==> src/rtl/bin_to_bcd_pkg.sv <==
// Shared definitions for the sequential binary-to-BCD converter.
//   state_e      : converter FSM states
//   BCD_DIGIT_W  : bits per BCD digit
//   bcd_max()    : largest value representable in a given number of BCD digits
package bin_to_bcd_pkg;

  localparam int unsigned BCD_DIGIT_W = 4;

  typedef enum logic [1:0] {
    ST_IDLE   = 2'd0,
    ST_CONV   = 2'd1,
    ST_COMMIT = 2'd2
  } state_e;

  // 10^digits - 1, evaluated at elaboration time
  function automatic int unsigned bcd_max(input int unsigned digits);
    int unsigned p;
    p = 1;
    for (int unsigned i = 0; i < digits; i++) begin
      p = p * 10;
    end
    return p - 1;
  endfunction

endpackage

==> src/rtl/bin_to_bcd_adj.sv <==
// Double-dabble nibble correction: a digit of 5 or more gets +3 so that the
// following left shift carries correctly into the next decimal digit.
//   digit_i : scratch nibble before the shift
//   digit_o : corrected nibble
module bcd_digit_adj
  import bin_to_bcd_pkg::*;
(
  input  logic [BCD_DIGIT_W-1:0] digit_i,
  output logic [BCD_DIGIT_W-1:0] digit_o
);

  always_comb begin
    digit_o = digit_i;
    if (digit_i >= BCD_DIGIT_W'(5)) begin
      digit_o = digit_i + BCD_DIGIT_W'(3);
    end
  end

endmodule

==> src/rtl/bin_to_bcd.sv <==
// Sequential double-dabble converter: unsigned binary in, packed BCD out.
// One value accepted per handshake, one bit processed per clock, result held
// until the next commit so the downstream display never sees partial values.
//   clk, rst   : clock, synchronous active-high reset
//   in_valid   : in_bin valid
//   in_ready   : idle and accepting (decoded from state, low during reset)
//   in_bin     : unsigned binary value, clamped to 10^DIGITS-1
//   bcd_out    : packed BCD, digit 0 in [3:0], held between conversions
//   overflow   : last committed result was clamped
//   done       : one-cycle pulse when bcd_out is updated
module bin_to_bcd
  import bin_to_bcd_pkg::*;
#(
  parameter int unsigned BIN_W  = 14,
  parameter int unsigned DIGITS = 4
) (
  input  logic                          clk,
  input  logic                          rst,
  input  logic                          in_valid,
  output logic                          in_ready,
  input  logic [BIN_W-1:0]              in_bin,
  output logic [BCD_DIGIT_W*DIGITS-1:0] bcd_out,
  output logic                          overflow,
  output logic                          done
);

  localparam int unsigned BCD_W     = BCD_DIGIT_W * DIGITS;
  localparam int unsigned MAX_VAL   = bcd_max(DIGITS);
  localparam int unsigned CNT_W     = (BIN_W > 1) ? $clog2(BIN_W) : 1;
  localparam logic [CNT_W-1:0] LAST_ITER = CNT_W'(BIN_W - 1);

  state_e             state_q,    state_d;
  logic [BIN_W-1:0]   bin_q,      bin_d;
  logic [BCD_W-1:0]   scratch_q,  scratch_d;
  logic [CNT_W-1:0]   cnt_q,      cnt_d;
  logic               ovf_pend_q, ovf_pend_d;
  logic [BCD_W-1:0]   bcd_q,      bcd_d;
  logic               overflow_q, overflow_d;
  logic               done_q,     done_d;

  logic [BCD_W-1:0]   scratch_adj;
  logic               in_ovf;
  logic [BIN_W-1:0]   in_clamped;

  // Input clamp to the largest displayable value
  always_comb begin
    in_ovf     = (32'(in_bin) > MAX_VAL);
    in_clamped = in_ovf ? BIN_W'(MAX_VAL) : in_bin;
  end

  // Per-digit add-3 correction ahead of each shift
  for (genvar g = 0; g < DIGITS; g++) begin : g_adj
    bcd_digit_adj u_adj (
      .digit_i (scratch_q[g*BCD_DIGIT_W +: BCD_DIGIT_W]),
      .digit_o (scratch_adj[g*BCD_DIGIT_W +: BCD_DIGIT_W])
    );
  end

  // Next-state and datapath
  always_comb begin
    state_d    = state_q;
    bin_d      = bin_q;
    scratch_d  = scratch_q;
    cnt_d      = cnt_q;
    ovf_pend_d = ovf_pend_q;
    bcd_d      = bcd_q;
    overflow_d = overflow_q;
    done_d     = 1'b0;

    case (state_q)
      ST_IDLE: begin
        if (in_valid) begin
          bin_d      = in_clamped;
          scratch_d  = '0;
          ovf_pend_d = in_ovf;
          cnt_d      = '0;
          state_d    = ST_CONV;
        end
      end

      ST_CONV: begin
        // scratch and bin shift as one register after correction
        {scratch_d, bin_d} = {scratch_adj, bin_q} << 1;
        if (cnt_q == LAST_ITER) begin
          state_d = ST_COMMIT;
        end else begin
          cnt_d = cnt_q + CNT_W'(1);
        end
      end

      ST_COMMIT: begin
        bcd_d      = scratch_q;
        overflow_d = ovf_pend_q;
        done_d     = 1'b1;
        state_d    = ST_IDLE;
      end

      default: begin
        state_d = ST_IDLE;
      end
    endcase
  end

  // State and data registers
  always_ff @(posedge clk) begin
    if (rst) begin
      state_q    <= ST_IDLE;
      bin_q      <= '0;
      scratch_q  <= '0;
      cnt_q      <= '0;
      ovf_pend_q <= 1'b0;
      bcd_q      <= '0;
      overflow_q <= 1'b0;
      done_q     <= 1'b0;
    end else begin
      state_q    <= state_d;
      bin_q      <= bin_d;
      scratch_q  <= scratch_d;
      cnt_q      <= cnt_d;
      ovf_pend_q <= ovf_pend_d;
      bcd_q      <= bcd_d;
      overflow_q <= overflow_d;
      done_q     <= done_d;
    end
  end

  assign in_ready = (state_q == ST_IDLE) && !rst;
  assign bcd_out  = bcd_q;
  assign overflow = overflow_q;
  assign done     = done_q;

endmodule

==> config.mk <==
export PLATFORM = sky130hd
export DESIGN_NAME = bin_to_bcd
export DESIGN_NICKNAME = d
export VERILOG_FILES = /design/src/rtl/bin_to_bcd_pkg.sv /design/src/rtl/bin_to_bcd_adj.sv /design/src/rtl/bin_to_bcd.sv
export SDC_FILE = /design/constraint.sdc
export NUM_CORES = 1
export LEC_CHECK = 0
export CAP_MARGIN = 20
export CORE_UTILIZATION = 55
export DETAILED_ROUTE_END_ITERATION = 10
export GPL_TIMING_DRIVEN = 0
export PLACE_DENSITY_LB_ADDON = 0.05
export RECOVER_POWER = 25
export SLEW_MARGIN = 15
export SYNTH_ARGS = -nofsm -noshare
export SYNTH_HDL_FRONTEND = slang
export SYNTH_HIERARCHICAL = 1
export SYNTH_SLANG_ARGS = --single-unit
==> constraint.sdc <==
create_clock -name clk -period 4.4 [get_ports clk]
set_clock_uncertainty 0.1 [all_clocks]
set_input_delay 0.44 -clock clk [delete_from_list [all_inputs] [get_ports clk]]
set_output_delay 0.44 -clock clk [all_outputs]
set_load 0.05 [all_outputs]
==> results_dict.tcl <==
set metrics [dict create \
    pre_cts_slack_ns 1.82 \
    placement.io_buffers 34 \
    layout-area-overhead-vs-synth_pct 19.7 \
    routed_wirelength_mm 5.20 \
    drt_first_pass_iters 4 \
    clk_latency_ns 0.30 \
    placeableCoreArea_um2 4410 \
    timing.final.setup_violations 0 \
    finalCoreUtilization_pct 69.1 \
    cts_setup_buffers 0 \
    drv_slew 0 \
    regToRegSetupSlack_ns 2.18 \
    layout_min_cycle_time_ns 2.62 \
    grt_first_pass_wirelength_mm 8.94 \
    p_leak_uw 0.00114 \
    place_hpwl_mm 3.77 \
    hold_end "bin_q[12]" \
    powerDensity_nw_per_um2 303 \
    max_cap_violations 0 \
    rsz0062_at_grt "false" \
    die-height_um 70.1 \
    worst_r2r_startpoint "state_q[0]" \
    dieWidth_um 70.1 \
    run_status "finished clean" \
    reg2reg_depth 6 \
    wire_per_inst_um 13.3 \
    fin_crit_share_pct 59.5 \
    critPathArrivalTime_ns 2.08 \
    cts-htree-levels 2 \
    summed_negative_setup_slack_over_all_endpoints_ns 0 \
    vdd.ir_drop.worst_mv 0.200 \
    worst-endpoint-required_ns 3.86 \
    grt_antenna_before_repair 0 \
    crit_fanout 10 \
    n_antenna_cell 0 \
    synthesis.area_um2 2550 \
    vias 2188 \
    maxClockFrequency_mhz 382 \
    gr-total-overflow 0 \
    cts_resized 0 \
    setup_crit_end_kind "output pin" \
    drive_above_1_share_pct 6.21 \
    clock_tree_root "sky130_fd_sc_hd__clkbuf_8" \
    cts_inserted_buffers 5 \
    critPathLaunch "state_q[1]" \
    maximum_number_of_pins_on_one_net_before_global_route_repair 16 \
    remaining_routing_drc_violations 0 \
    floorplan.die_area_um2 4910 \
    cts_buffer_depth 2 \
    tightest_slew_ns 0.570 \
    type_of_the_worst_min_delay_path "reg -> reg" \
    yosysWarningCount 6 \
    critical_path_source_type "flip-flop" \
    holdCritStartpoint "bin_q[11]" \
    floorplan.initialDensity_pct 57.7 \
    total_power_uw 925 \
    timing.setup.critical_path_class "reg -> out" \
    slew_headroom_pct 62.0 \
    clock_sink_count 55 \
    grtUsageTotal_pct 22.7 \
    final_instance_area_um2 3050 \
    worst_r2r_endpoint "bcd_out[8]" \
    finalNetCount 365 \
    drt_iter0_drc 111 \
    placedInstanceArea_um2 2950 \
    first_global_vias 1988 \
    cts_tree "yes" \
    cts-hold-fix-buffers 0 \
    worst_hold_path.num_cells 2 \
    gpl.final_weighted_congestion 0.875 \
    core.rowCount 24 \
    num-fill-cells 405 \
    syn_avg_cell_area_um2 8.58 \
    netlist_instances 297 \
    floorplan.io_pins 36 \
    routed_via_density 5.61 \
    route.antenna.remaining_nets 0 \
    hold_viol 0 \
    cts.reportedPaths.clkPinSlew_ns 0.09 \
    synthesis.nets 324 \
    postLayoutSetupSlackWorst_ns 1.78 \
]
-- registers in the layout (all words and copies together) (netlist names) --
signal	cells
state_q	2
overflow	1
bcd_out	16
ovf_pend_q	1
scratch_q	16
bin_q	14
cnt_q	4
done	1
-- routing by layer --
metal	share of wire (%)	wire, um	global-route usage (%)
met1	46	2410	28.4
met2	49	2530	38.4
met3	3.8	198	4.47
met4	1.4	72	8.89
met5	0	0	0
-- per-stage QoR --
stage                     hold WS [ns]  std cells
after floorplan                  0.332        297
after global placement           0.339        383
after global routing             0.365        390
after detailed placement         0.344        383
after CTS                        0.358        390
final                            0.356        390
-- final cells by class --
cell class                      instances  area, um^2  share of cell area (%)
Clock buffer                            6        72.6                    2.38
Buffer                                 15        70.1                    2.30
Clock inverter                          1        30.0                   0.984
Multi-Input combinational cell        212        1320                    43.1
Inverter                               15        56.3                    1.85
Tap cell                               52        65.1                    2.13
Sequential cell                        55        1100                    36.1
Timing Repair Buffer                   34         340                    11.2
-- placed cells by master, fill, tap and decap left out, types with 3 or more instances in the layout --
| cell type | instances |
|---|---|
| sky130_fd_sc_hd__a22o_1 | 19 |
| sky130_fd_sc_hd__nand4_1 | 5 |
| sky130_fd_sc_hd__a311oi_1 | 5 |
| sky130_fd_sc_hd__mux2i_1 | 4 |
| sky130_fd_sc_hd__or3_1 | 6 |
| sky130_fd_sc_hd__o21ai_0 | 10 |
| sky130_fd_sc_hd__nand2b_1 | 11 |
| sky130_fd_sc_hd__nand2_1 | 57 |
| sky130_fd_sc_hd__clkdlybuf4s50_1 | 33 |
| sky130_fd_sc_hd__a2111oi_0 | 4 |
| sky130_fd_sc_hd__ha_1 | 10 |
| sky130_fd_sc_hd__clkbuf_8 | 5 |
| sky130_fd_sc_hd__o21ai_1 | 3 |
| sky130_fd_sc_hd__dfxtp_1 | 55 |
| sky130_fd_sc_hd__clkbuf_1 | 12 |
| sky130_fd_sc_hd__a21oi_1 | 27 |
| sky130_fd_sc_hd__a21oi_2 | 4 |
| sky130_fd_sc_hd__xnor2_1 | 4 |
| sky130_fd_sc_hd__nor2_1 | 18 |
| sky130_fd_sc_hd__inv_1 | 15 |
-- critical path, stage by stage (launching register included) --
cell	delay, ns
sky130_fd_sc_hd__dfxtp_1	0.30
sky130_fd_sc_hd__clkbuf_1	0.18
sky130_fd_sc_hd__or2_2	0.37
sky130_fd_sc_hd__nor2_1	0.11
sky130_fd_sc_hd__clkdlybuf4s50_1	0.81
-- power by group --
| group | leakage [uW] | switching (uW) | internal (uW) |
|---|---|---|---|
| Sequential | 0.000447 | 9.19 | 511 |
| Clock | 0.0000513 | 153 | 167 |
| Combinational | 0.000641 | 47.4 | 37.3 |
-- worst max-delay path by stage --
stage / endpoint / slack (ns) / cells after the start
global route: in_ready / 1.66 / 4
detailed placement: in_ready / 1.82 / 4
global placement: in_ready / 1.83 / 4
finish: in_ready / 1.78 / 4
floorplan: in_ready / 2.28 / 3
CTS: in_ready / 1.80 / 4
Note: power is estimated with default switching activity, not from simulation.
